===== config.mk =====
export PLATFORM = sky130hd
export DESIGN_NAME = mem_port_arbiter
export DESIGN_NICKNAME = d
export VERILOG_FILES = /design/src/rtl/arm_mem_defs.sv /design/src/rtl/arb_streak_counter.sv /design/src/rtl/mem_port_arbiter.sv
export SDC_FILE = /design/constraint.sdc
export NUM_CORES = 1
export LEC_CHECK = 0
export ABC_AREA = 1
export CAP_MARGIN = 5
export CORE_MARGIN = 5
export CORE_UTILIZATION = 42
export DETAILED_ROUTE_END_ITERATION = 8
export GPL_TIMING_DRIVEN = 0
export PLACE_DENSITY = 0.86
export SLEW_MARGIN = 25
export SYNTH_ARGS = -nofsm -noshare
export SYNTH_HDL_FRONTEND = slang
export SYNTH_SLANG_ARGS = --single-unit

===== constraint.sdc =====
create_clock -name clk -period 6.36 [get_ports clk]
set_input_delay 1.272 -clock clk [delete_from_list [all_inputs] [get_ports clk]]
set_output_delay 1.272 -clock clk [all_outputs]
set_load 0.01 [all_outputs]

===== src/rtl/arm_mem_defs.sv =====
// Shared definitions for the I/D memory port arbiter.
//   - FSM state encodings used by the arbiter and visible on its debug port
//   - default address/data widths and default D-streak limit
//   - helper for sizing the streak counter
package arm_mem_defs;

    localparam int ARM_ADDR_W       = 32;
    localparam int ARM_DATA_W       = 32;
    localparam int ARM_MAX_D_STREAK = 4;

    typedef enum logic [1:0] {
        ST_IDLE   = 2'd0,
        ST_BUSY_I = 2'd1,
        ST_BUSY_D = 2'd2
    } arb_state_e;

    // Bits needed to count 0..max inclusive (at least one bit).
    function automatic int streak_w(input int max);
        return (max < 1) ? 1 : $clog2(max + 1);
    endfunction

endpackage


===== src/rtl/arb_streak_counter.sv =====
// Saturating counter of consecutive D grants made while I was waiting.
// Ports:
//   clk, reset     clock, asynchronous active-high reset
//   inc_i          count one more D grant (saturates at MAX)
//   clr_i          clear the count (wins over inc_i)
//   limit_hit_o    count has reached MAX; I must win the next tie
module arb_streak_counter
    import arm_mem_defs::*;
#(
    parameter int MAX = ARM_MAX_D_STREAK
) (
    input  logic clk,
    input  logic reset,
    input  logic inc_i,
    input  logic clr_i,
    output logic limit_hit_o
);

    localparam int CW = streak_w(MAX);
    localparam logic [CW-1:0] LIMIT = CW'(MAX);

    logic [CW-1:0] cnt_q;
    logic [CW-1:0] cnt_d;

    always_comb begin
        cnt_d = cnt_q;
        if (clr_i) begin
            cnt_d = '0;
        end else if (inc_i && (cnt_q < LIMIT)) begin
            cnt_d = cnt_q + 1'b1;
        end
    end

    always_ff @(posedge clk or posedge reset) begin
        if (reset) begin
            cnt_q <= '0;
        end else begin
            cnt_q <= cnt_d;
        end
    end

    assign limit_hit_o = (cnt_q >= LIMIT);

endmodule


===== src/rtl/mem_port_arbiter.sv =====
// Arbitrates the fetch (I) and memory-stage (D) ports onto one single-port
// memory. One transaction at a time; read data and ready pulses are registered.
// Ports:
//   clk, reset                         clock, asynchronous active-high reset
//   i_req/i_addr -> i_rdata/i_ready    fetch port
//   d_req/d_we/d_addr/d_wdata
//                -> d_rdata/d_ready    data port
//   mem_req/mem_we/mem_addr/mem_wdata  memory request (latched at grant)
//   mem_rdata/mem_valid                memory response (zero-wait allowed)
//   dbg_state_o                        current FSM state
//
// Handshake: a requester holds req (and its payload) high until its ready
// pulses; ready is a single-cycle pulse in the cycle after mem_valid. The
// memory sees mem_req as a level from the cycle after the grant until the
// cycle in which it answers with mem_valid.
module mem_port_arbiter
    import arm_mem_defs::*;
#(
    parameter int ADDR_W       = ARM_ADDR_W,
    parameter int DATA_W       = ARM_DATA_W,
    parameter int MAX_D_STREAK = ARM_MAX_D_STREAK
) (
    input  logic              clk,
    input  logic              reset,
    input  logic              i_req,
    input  logic [ADDR_W-1:0] i_addr,
    output logic [DATA_W-1:0] i_rdata,
    output logic              i_ready,
    input  logic              d_req,
    input  logic              d_we,
    input  logic [ADDR_W-1:0] d_addr,
    input  logic [DATA_W-1:0] d_wdata,
    output logic [DATA_W-1:0] d_rdata,
    output logic              d_ready,
    output logic              mem_req,
    output logic              mem_we,
    output logic [ADDR_W-1:0] mem_addr,
    output logic [DATA_W-1:0] mem_wdata,
    input  logic [DATA_W-1:0] mem_rdata,
    input  logic              mem_valid,
    output arb_state_e        dbg_state_o
);

    arb_state_e state_q;

    logic is_idle;
    logic i_elig;
    logic d_elig;
    logic d_grant;
    logic i_grant;
    logic streak_inc;
    logic streak_clr;
    logic limit_hit;

    // A port whose ready is pulsing still shows its old request this cycle;
    // masking it keeps the completed request from being granted twice.
    always_comb begin
        is_idle    = (state_q == ST_IDLE);
        i_elig     = i_req && !i_ready;
        d_elig     = d_req && !d_ready;
        d_grant    = is_idle && d_elig && (!i_elig || !limit_hit);
        i_grant    = is_idle && i_elig && !d_grant;
        streak_inc = d_grant && i_elig;
        streak_clr = i_grant || (is_idle && !i_elig);
    end

    arb_streak_counter #(
        .MAX (MAX_D_STREAK)
    ) u_streak (
        .clk         (clk),
        .reset       (reset),
        .inc_i       (streak_inc),
        .clr_i       (streak_clr),
        .limit_hit_o (limit_hit)
    );

    always_ff @(posedge clk or posedge reset) begin
        if (reset) begin
            state_q   <= ST_IDLE;
            mem_req   <= 1'b0;
            mem_we    <= 1'b0;
            mem_addr  <= '0;
            mem_wdata <= '0;
            i_rdata   <= '0;
            d_rdata   <= '0;
            i_ready   <= 1'b0;
            d_ready   <= 1'b0;
        end else begin
            i_ready <= 1'b0;
            d_ready <= 1'b0;
            case (state_q)
                ST_IDLE: begin
                    if (d_grant) begin
                        state_q   <= ST_BUSY_D;
                        mem_req   <= 1'b1;
                        mem_we    <= d_we;
                        mem_addr  <= d_addr;
                        mem_wdata <= d_wdata;
                    end else if (i_grant) begin
                        state_q  <= ST_BUSY_I;
                        mem_req  <= 1'b1;
                        mem_we   <= 1'b0;
                        mem_addr <= i_addr;
                    end
                end
                ST_BUSY_I: begin
                    if (mem_valid) begin
                        state_q <= ST_IDLE;
                        mem_req <= 1'b0;
                        mem_we  <= 1'b0;
                        i_ready <= 1'b1;
                        i_rdata <= mem_rdata;
                    end
                end
                ST_BUSY_D: begin
                    if (mem_valid) begin
                        state_q <= ST_IDLE;
                        mem_req <= 1'b0;
                        mem_we  <= 1'b0;
                        d_ready <= 1'b1;
                        // Stores leave the last load value in place.
                        if (!mem_we) begin
                            d_rdata <= mem_rdata;
                        end
                    end
                end
                default: begin
                    state_q <= ST_IDLE;
                    mem_req <= 1'b0;
                    mem_we  <= 1'b0;
                end
            endcase
        end
    end

    assign dbg_state_o = state_q;

endmodule

* Yosys cells after proc, flatten, opt, wreduce, memory -nomap -nowiden
Cells that the tools add are included.
** Word-level totals
- Register bits :: 137
- Latch bits :: 0
- Bits in writable memories :: 0
- ROM bits :: 0
- Memories :: 0
** Cells by class
- Add/sub/neg operators :: 1
- $mul :: 0
- Div/mod/pow operators :: 0
- $lt $le $gt $ge :: 2
- Eq/ne operators :: 4
- Shift-type cells :: 0
- Mux-type cells :: 18
- Bitwise operators :: 1
- Reduce and logical (&&, ||, !) cells :: 25
** Operator list (number)
- $mux 32 :: 2
- $logic_and 1x1->1 :: 9
- $mux 1 :: 8
- $reduce_and 2->1 :: 4
- $mux 2 :: 3
- $mux 3 :: 2
- $logic_not 1->1 :: 5
- $pmux 1 s2 :: 2
- $pmux 2 s2 :: 1
- $reduce_bool 2->1 :: 2
- $add 3x1->3 const B :: 1
- $ge 3x3->1 const B :: 1
- $lt 3x3->1 const B :: 1
- $ne 3x1->1 const B :: 1
- $reduce_and 3->1 :: 1
- $eq 2x1->1 const B :: 1
- $eq 2x2->1 const B :: 1
- $logic_not 2->1 :: 1
- $logic_or 1x1->1 :: 2
- $ne 2x1->1 const B :: 1
- $reduce_or 2->1 :: 1
- $not 1->1 :: 1

* Longest topological paths before layout
Gate-level depths: netlist (run 1).
- Word-level depth :: 10
- Depth in mapped cells :: 10
- Mapped depth without buffers :: 8

* Hierarchy
A second synthesis (run 1) with hierarchy kept.
** Second synthesis, totals
- Cells, all modules :: 620
- Area, all modules :: 5736.8 um2
** Modules (own cells, without submodules)
- mem_port_arbiter :: instances 1, cells each 599, area an instance 5569.1 um2, sequential area each 3353.2 um2
- arb_streak_counter :: instances 1, cells each 21, area an instance 167.7 um2, sequential area each 75.1 um2

* Worst setup path before layout (run 1)
No wires, ideal clock.
- Path type :: input to register
- Start :: input port d_req
- End :: register mem_addr[10]
- Library setup time :: 0.066 ns
- Arrival time :: 2.093 ns
- Required time :: 6.294 ns
- Slack :: 4.201 ns
- Stages on the path :: 6
- Path buffers :: 1
- Cells stage by stage :: nand2_1 inv_1 o21ai_1 clkbuf_1 nand2_1 nand2_1
** Between the ends
- Longest elaborated chain between the ends :: 7
- Elaborated cells between the ends (all ways) :: 8
- Classes of those cells :: mux: 1; reduce/logical: 7
** Ends and longest elaborated chain
- start, declared :: line mem_port_arbiter.sv:29 : input logic d_req,
- $logic_and 1x1->1 (*) :: line mem_port_arbiter.sv:60 : d_elig = d_req && !d_ready;
- $logic_and 1x1->1 (*) (2 in series) :: line mem_port_arbiter.sv:61 : d_grant = is_idle && d_elig && (!i_elig || !limit_hit);
- $logic_not 1->1 :: line mem_port_arbiter.sv:62 : i_grant = is_idle && i_elig && !d_grant;
- $logic_and 1x1->1 :: line mem_port_arbiter.sv:62
- $reduce_bool 2->1 (no source line)
- $reduce_and 2->1 (no source line)
- end signal, assigned :: line mem_port_arbiter.sv:97 : mem_addr <= d_addr;
- end signal, assigned :: line mem_port_arbiter.sv:103 : mem_addr <= i_addr;
- end, declared :: line mem_port_arbiter.sv:37 : output logic [ADDR_W-1:0] mem_addr,
Every way passes the cells marked *; elsewhere a longest branch is shown, timed or not.
A chain may end at the register's enable or synchronous reset.

* Final worst setup path (run 1)
- Start :: register state_q[1], in the netlist dbg_state_o[1]
- End :: output port dbg_state_o[1]
** RTL lines
- start, declared :: line mem_port_arbiter.sv:44 : arb_state_e state_q;
- start signal, assigned :: line mem_port_arbiter.sv:79 : state_q <= ST_IDLE;
- start signal, assigned :: line mem_port_arbiter.sv:94 : state_q <= ST_BUSY_D;
- start signal, assigned :: line mem_port_arbiter.sv:100 : state_q <= ST_BUSY_I;
- end, declared :: line mem_port_arbiter.sv:41 : output arb_state_e dbg_state_o
No word-level cell between the ends.

==> results of run 1 <==
flip-flops by register name, summed over array words and instances (netlist names):
| signal | count |
|---|---|
| mem_addr | 32 |
| mem_req | 1 |
| dbg_state_o | 2 |
| mem_wdata | 32 |
| u_streak.cnt_q | 3 |
| mem_we | 1 |
| i_ready | 1 |
| i_rdata | 32 |
| d_ready | 1 |
| d_rdata | 32 |
worst max-delay path by stage:
stage,endpoint,cells after the start
finish,dbg_state_o[1],1
global route,dbg_state_o[1],1
CTS,dbg_state_o[1],1
detailed placement,d_rdata[12]$_DFFE_PP0P_,6
global placement,d_rdata[24]$_DFFE_PP0P_,2
floorplan,d_rdata[0]$_DFFE_PP0P_,1
power by group through the flow:
| stage | registers (W) | logic (W) | clock network (W) |
|---|---|---|---|
| after global placement | 0.00150 | 0.00195 | 0 |
| after global routing | 0.00156 | 0.00218 | 0.00110 |
| final | 0.00151 | 0.00198 | 0.00104 |
| after detailed placement | 0.00151 | 0.00200 | 0 |
| after CTS | 0.00151 | 0.00201 | 0.00106 |
| after floorplan | 0.00169 | 0.000655 | 0 |
area by class of cell:
class / count / share of cell area
Multi-Input combinational cell: 420 / 0.2044
Tap cell: 180 / 0.02398
Clock buffer: 21 / 0.04903
Clock inverter: 11 / 0.01812
Buffer: 41 / 0.02038
Timing Repair Buffer: 268 / 0.2875
Inverter: 77 / 0.03157
Sequential cell: 137 / 0.3650
cells by family (layout without fill, tap and decap cells):
kind of cell | Yosys count | after routing | share of synthesized area
buf+inv | 118 | 418 | 0.08244
compound gates | 105 | 105 | 0.09017
simple gates | 311 | 311 | 0.2306
flops | 137 | 137 | 0.5882
fa+ha+maj | 4 | 4 | 0.008588
Yosys cell counts:
| master | count |
|---|---|
| o21ai_0 | 93 |
| clkbuf_1 | 20 |
| ha_1 | 4 |
| dfrtp_1 | 137 |
| buf_6 | 1 |
| nor2_4 | 1 |
| buf_4 | 2 |
| inv_2 | 1 |
| buf_2 | 18 |
| nor2_1 | 1 |
| or2_2 | 1 |
| o21ai_1 | 10 |
| nand2_1 | 239 |
| inv_1 | 76 |
| a21oi_1 | 2 |
| nand3_1 | 37 |
| nand3b_1 | 32 |
metal layers:
layer  GRT usage  up-vias  routed length (microns)
met3     0.08000       44                     1741
met4     0.09363        0                      580
met1      0.2754     2650                     7149
met5           0        -                        0
met2      0.3832      230                     9145
li1            -     2693                        -
through the flow:
| step | hold WS [ns] | worst slack [ns] | util |
|---|---|---|---|
| 3_3_place_gp | 0.4527 | -0.5204 | 0.6360 |
| 6_report | 0.4688 | 3.683 | 0.6845 |
| 3_5_place_dp | 0.4589 | 3.397 | 0.6386 |
| 4_1_cts | 0.4719 | 3.641 | 0.6845 |
| 5_1_grt | 0.4903 | 3.591 | 0.6845 |
| 2_1_floorplan | 0.4570 | 1.420 | - |
==> flow_summary.toml, run 1 <==
[clocking]
clk_path_buf_depth = 2
cts_tree = "done"
clk_latency_ns = 0.41
clk_pin_slew_worst_paths_ns = 0.06
cts_sinks = 137
cts_buffers = 17
htreeDepth = 4
post_cts_buffers = 0
cts_root_buf = "clkbuf_16"
cts_resized = 0
ctsHoldBuffers = 0

[worst_setup_path]
cp.arrival_ns = 1.40
crit_slowest_cell = "clkdlybuf4s50_1"
path_buf_inv = 1
crit_fanout = 4
endpoint_kind = "primary output"
slowest_delay_ns = 0.60
r2r_cells = 6
start_kind = "flip-flop"
r2r_slack_ns = 4.46
critPathRequiredTime_ns = 5.09
startpoint = "dbg_state_o[1]$_DFFE_PP0P_"
critPathTopFamily = "buffers and inverters"
crit_chain = "clkdlybuf4s50_1"
timing.rr.end = "i_rdata[13]$_DFFE_PP0P_"
r2r-start = "dbg_state_o[1]$_DFFE_PP0P_"
crit_type = "flip-flop to primary output"

[outcome]
status = "finished clean"

[placement]
hpwl_microns = 13890
dp_cells = 1123
gp_congestion = 0.8699
io_buffer_count = 267
placed_area_sq_um = 8761

[run]
max_cap_viol_count = 0

[grt]
antenna_found_initial = 0
grt_overflow = 0
grt_pass1_wl_microns = 29590
grt_util_all_layers = 0.2311
grt_max_degree = 76
grt_pass1_vias = 5746

[sta]
clock.fmax_mhz = 373.6
setup_tns_ns = 0
period_share = 0.4209
setup_viol = 0
min_period_ns = 2.677
rsz0062_at_grt = "false"
hold_viol = 0
maxSlewViolCount = 0
skew_ns = 0.006519
worstMarginPinSlew_ns = 0.5083
max_slew_margin = 0.6611

[die]
die-area_sq_um = 16330
rows = 43
io_pins = 268
die_w_microns = 127.8
start_util = 0.4248
die_h_microns = 127.8
core_area_sq_um = 13720

[power]
p_seq_frac = 0.333
power.density_nw_per_um2 = 482.8
p_sw_frac = 0.3438
p_leak_nw = 4.520
max-vdd-ir-drop_uv = 244.5
pwr-share-comb = 0.437
p_total_w = 0.004534
clkPwrFrac = 0.230
cellInternalPower_w = 0.002975
p_switching_w = 0.001559

[final_layout]
final_common_cell = "clkdlybuf4s50_1"
ff_latch_area_sq_um = 3428
antenna_cells = 0
area_growth_pct = 61.14
fin_nets = 1100
multiInputGateArea_sq_um = 1919
fillers = 1095
layout-drive-gt1-share = 0.05744
stdcell_count = 1155
design_area_sq_um = 9392
layout_common_cells = "clkdlybuf4s50_1 (267), nand2_1 (239), dfrtp_1 (137)"

[hold_path]
worstHoldEndpoint = "mem_wdata[22]$_DFFE_PP0P_"
whs_path_depth = 2
worst_hold_path_type = "flip-flop to flip-flop"
worstHoldStart = "mem_wdata[22]$_DFFE_PP0P_"

[yosys]
ys_top_cells_by_area = "dfrtp_1 (59%), nand2_1 (15%), o21ai_0 (8.0%)"
yosysSeqAreaShare = 0.5882
syn_avg_cell_area_sq_um = 8.634
synth-seq-cells = 137
netlist-cell-type-count = 17
synth_top_area_share = 0.5882
syn_nets = 813
yosys.area.top_type = "dfrtp_1"
yosysWarnings = 0
syn-instance-count = 675
netlist_area_sq_um = 5828

[routing]
viasPerCell = 4.863
vias = 5617
dr.pass1.iters = 5
avgRoutedWirePerCell_microns = 16.12
drt_iter0_drc = 289
drc = 0
ant_nets = 0
routed_wl_microns = 18620
(Power assumes the default switching activity.)
==> run 2: changes to the inputs <==
--- a/config.mk
+++ b/config.mk
@@ -8,10 +8,10 @@
 export ABC_AREA = 1
 export CAP_MARGIN = 5
 export CORE_MARGIN = 5
-export CORE_UTILIZATION = 42
+export CORE_UTILIZATION = 38
 export DETAILED_ROUTE_END_ITERATION = 8
 export GPL_TIMING_DRIVEN = 0
-export PLACE_DENSITY = 0.86
+export PLACE_DENSITY = 0.83
 export SLEW_MARGIN = 25
 export SYNTH_ARGS = -nofsm -noshare
 export SYNTH_HDL_FRONTEND = slang
==> constraint.sdc (replaced) <==
create_clock -name clk -period 2.37 [get_ports clk]
set_input_delay 0.474 -clock clk [delete_from_list [all_inputs] [get_ports clk]]
set_output_delay 0.474 -clock clk [all_outputs]
set_load 0.01 [all_outputs]
==> flow_summary.toml, run 2 (synthesized netlist as in run 1, its figures left out) <==
[outcome]
status = "finished clean"

[sta]
holdWs_ns = 0.4690
max_slew_margin = 0.5593
setup_viol = 0
period_share = 0.8148
clock.fmax_mhz = 517.9
maxSlewViolCount = 0
hold_viol = 0
min_period_ns = 1.931
skew_ns = 0.008363
rsz0062_at_grt = "false"
worstMarginPinSlew_ns = 0.6596

[final_layout]
fin_nets = 1103
layout-drive-gt1-share = 0.06135
antenna_cells = 0
final_common_cell = "clkdlybuf4s50_1"
layout_common_cells = "clkdlybuf4s50_1 (267), nand2_1 (239), dfrtp_1 (137)"
area_growth_pct = 61.01

[power]
p_total_w = 0.01191
power.density_nw_per_um2 = 1269
p_leak_nw = 4.514
max-vdd-ir-drop_uv = 608.3

[worst_setup_path]
crit_fanout = 4
endpoint_kind = "primary output"
crit_slowest_cell = "clkdlybuf4s50_1"
critPathRequiredTime_ns = 1.90
start_kind = "flip-flop"
crit_chain = "clkdlybuf4s50_1"
slowest_delay_ns = 0.63
cp.arrival_ns = 1.46
critPathTopFamily = "buffers and inverters"
path_buf_inv = 1
crit_type = "flip-flop to primary output"

[grt]
grt_pass1_vias = 5685
antenna_found_initial = 0
grt_max_degree = 31
grt_util_all_layers = 0.2087
grt_overflow = 0
grt_pass1_wl_microns = 29550

[run]
max_cap_viol_count = 0

[clocking]
cts_resized = 0
cts_tree = "done"
cts_sinks = 137
cts_root_buf = "clkbuf_16"
clk_latency_ns = 0.41
post_cts_buffers = 0
cts_buffers = 17
clk_pin_slew_worst_paths_ns = 0.06
ctsHoldBuffers = 0
htreeDepth = 4
clk_path_buf_depth = 2

[die]
rows = 45
die-area_sq_um = 17910
die_h_microns = 133.8
core_area_sq_um = 15150
start_util = 0.3848
die_w_microns = 133.8
io_pins = 268

[placement]
gp_congestion = 0.8001
io_buffer_count = 267
hpwl_microns = 14140

[routing]
viasPerCell = 4.783
drt_iter0_drc = 259
avgRoutedWirePerCell_microns = 16.08
ant_nets = 0
drc = 0
dr.pass1.iters = 4
routed_wl_microns = 18750
vias = 5577

[hold_path]
worst_hold_path_type = "flip-flop to flip-flop"
[run 2: cell count changes in the layout (fill, tap and decap cells not counted)]
cell       delta
clkbuf_8      -1
bufinv_16     -3
clkbuf_1      -1
clkinv_2      +1
clkinv_4      +3
inv_8         -1
buf_16        -1
buf_12        +4
inv_6         +2
[run 2: routing by layer]
metal  GRT usage  wire length (microns)  share of wire
met1      0.2394                   7172           0.38
met2      0.3529                   9217           0.49
met3     0.08477                   1863          0.099
met4     0.07429                    493          0.026
met5           0                      0              0
[run 2: worst paths after layout]
kind | startpoint | to | slack (ns) | depth (start not counted)
worst max register to register | dbg_state_o[0]$_DFFE_PP0P_ | i_rdata[9]$_DFFE_PP0P_ | 0.52 | 6
worst min-delay path | mem_wdata[6]$_DFFE_PP0P_ | mem_wdata[6]$_DFFE_PP0P_ | 0.47 | 2
min in group asynchronous | reset | mem_wdata[11]$_DFFE_PP0P_ | 0.50 | 2
max in group asynchronous | reset | mem_addr[6]$_DFFE_PP0P_ | 1.09 | 4
worst max-delay path | dbg_state_o[0]$_DFFE_PP0P_ | dbg_state_o[0] | 0.44 | 1
worst min register to register | mem_wdata[6]$_DFFE_PP0P_ | mem_wdata[6]$_DFFE_PP0P_ | 0.47 | 2
[run 2: stage by stage]
| stage | instances | util | setup WS (ns) | setup TNS (ns) | area (sq um) |
|---|---|---|---|---|---|
| final | 1166 | 0.6196 | 0.4390 | 0 | 9384 |
| after detailed placement | 1134 | 0.5823 | 0.1525 | 0 | 8820 |
| after global placement | 1130 | 0.5770 | -1.083 | -147.26 | 8740 |
| after floorplan | 675 | - | 0.1889 | 0 | 5832 |
| after global routing | 1166 | 0.6196 | 0.2460 | 0 | 9384 |
| after CTS | 1166 | 0.6196 | 0.4118 | 0 | 9384 |
[run 2: layout make-up]
cell class              instances  area [sq um]
plain buffers                  41         191.4
clock buffers                  19         442.9
clock inverters                13         121.4
fillers                      1288          5762
inverters                      77         292.8
multi-input cells             420          1919
flip-flops and latches        137          3428
well taps                     188         235.2
repair buffers                271          2753
[run 2: power by group]
group / internal, W / switching [W] / leakage, nW
clock network: 0.00148 / 0.00104 / 0.274
registers: 0.00344 / 0.000616 / 1.69
logic: 0.00273 / 0.00260 / 2.55
total: 0.00765 / 0.00425 / 4.51
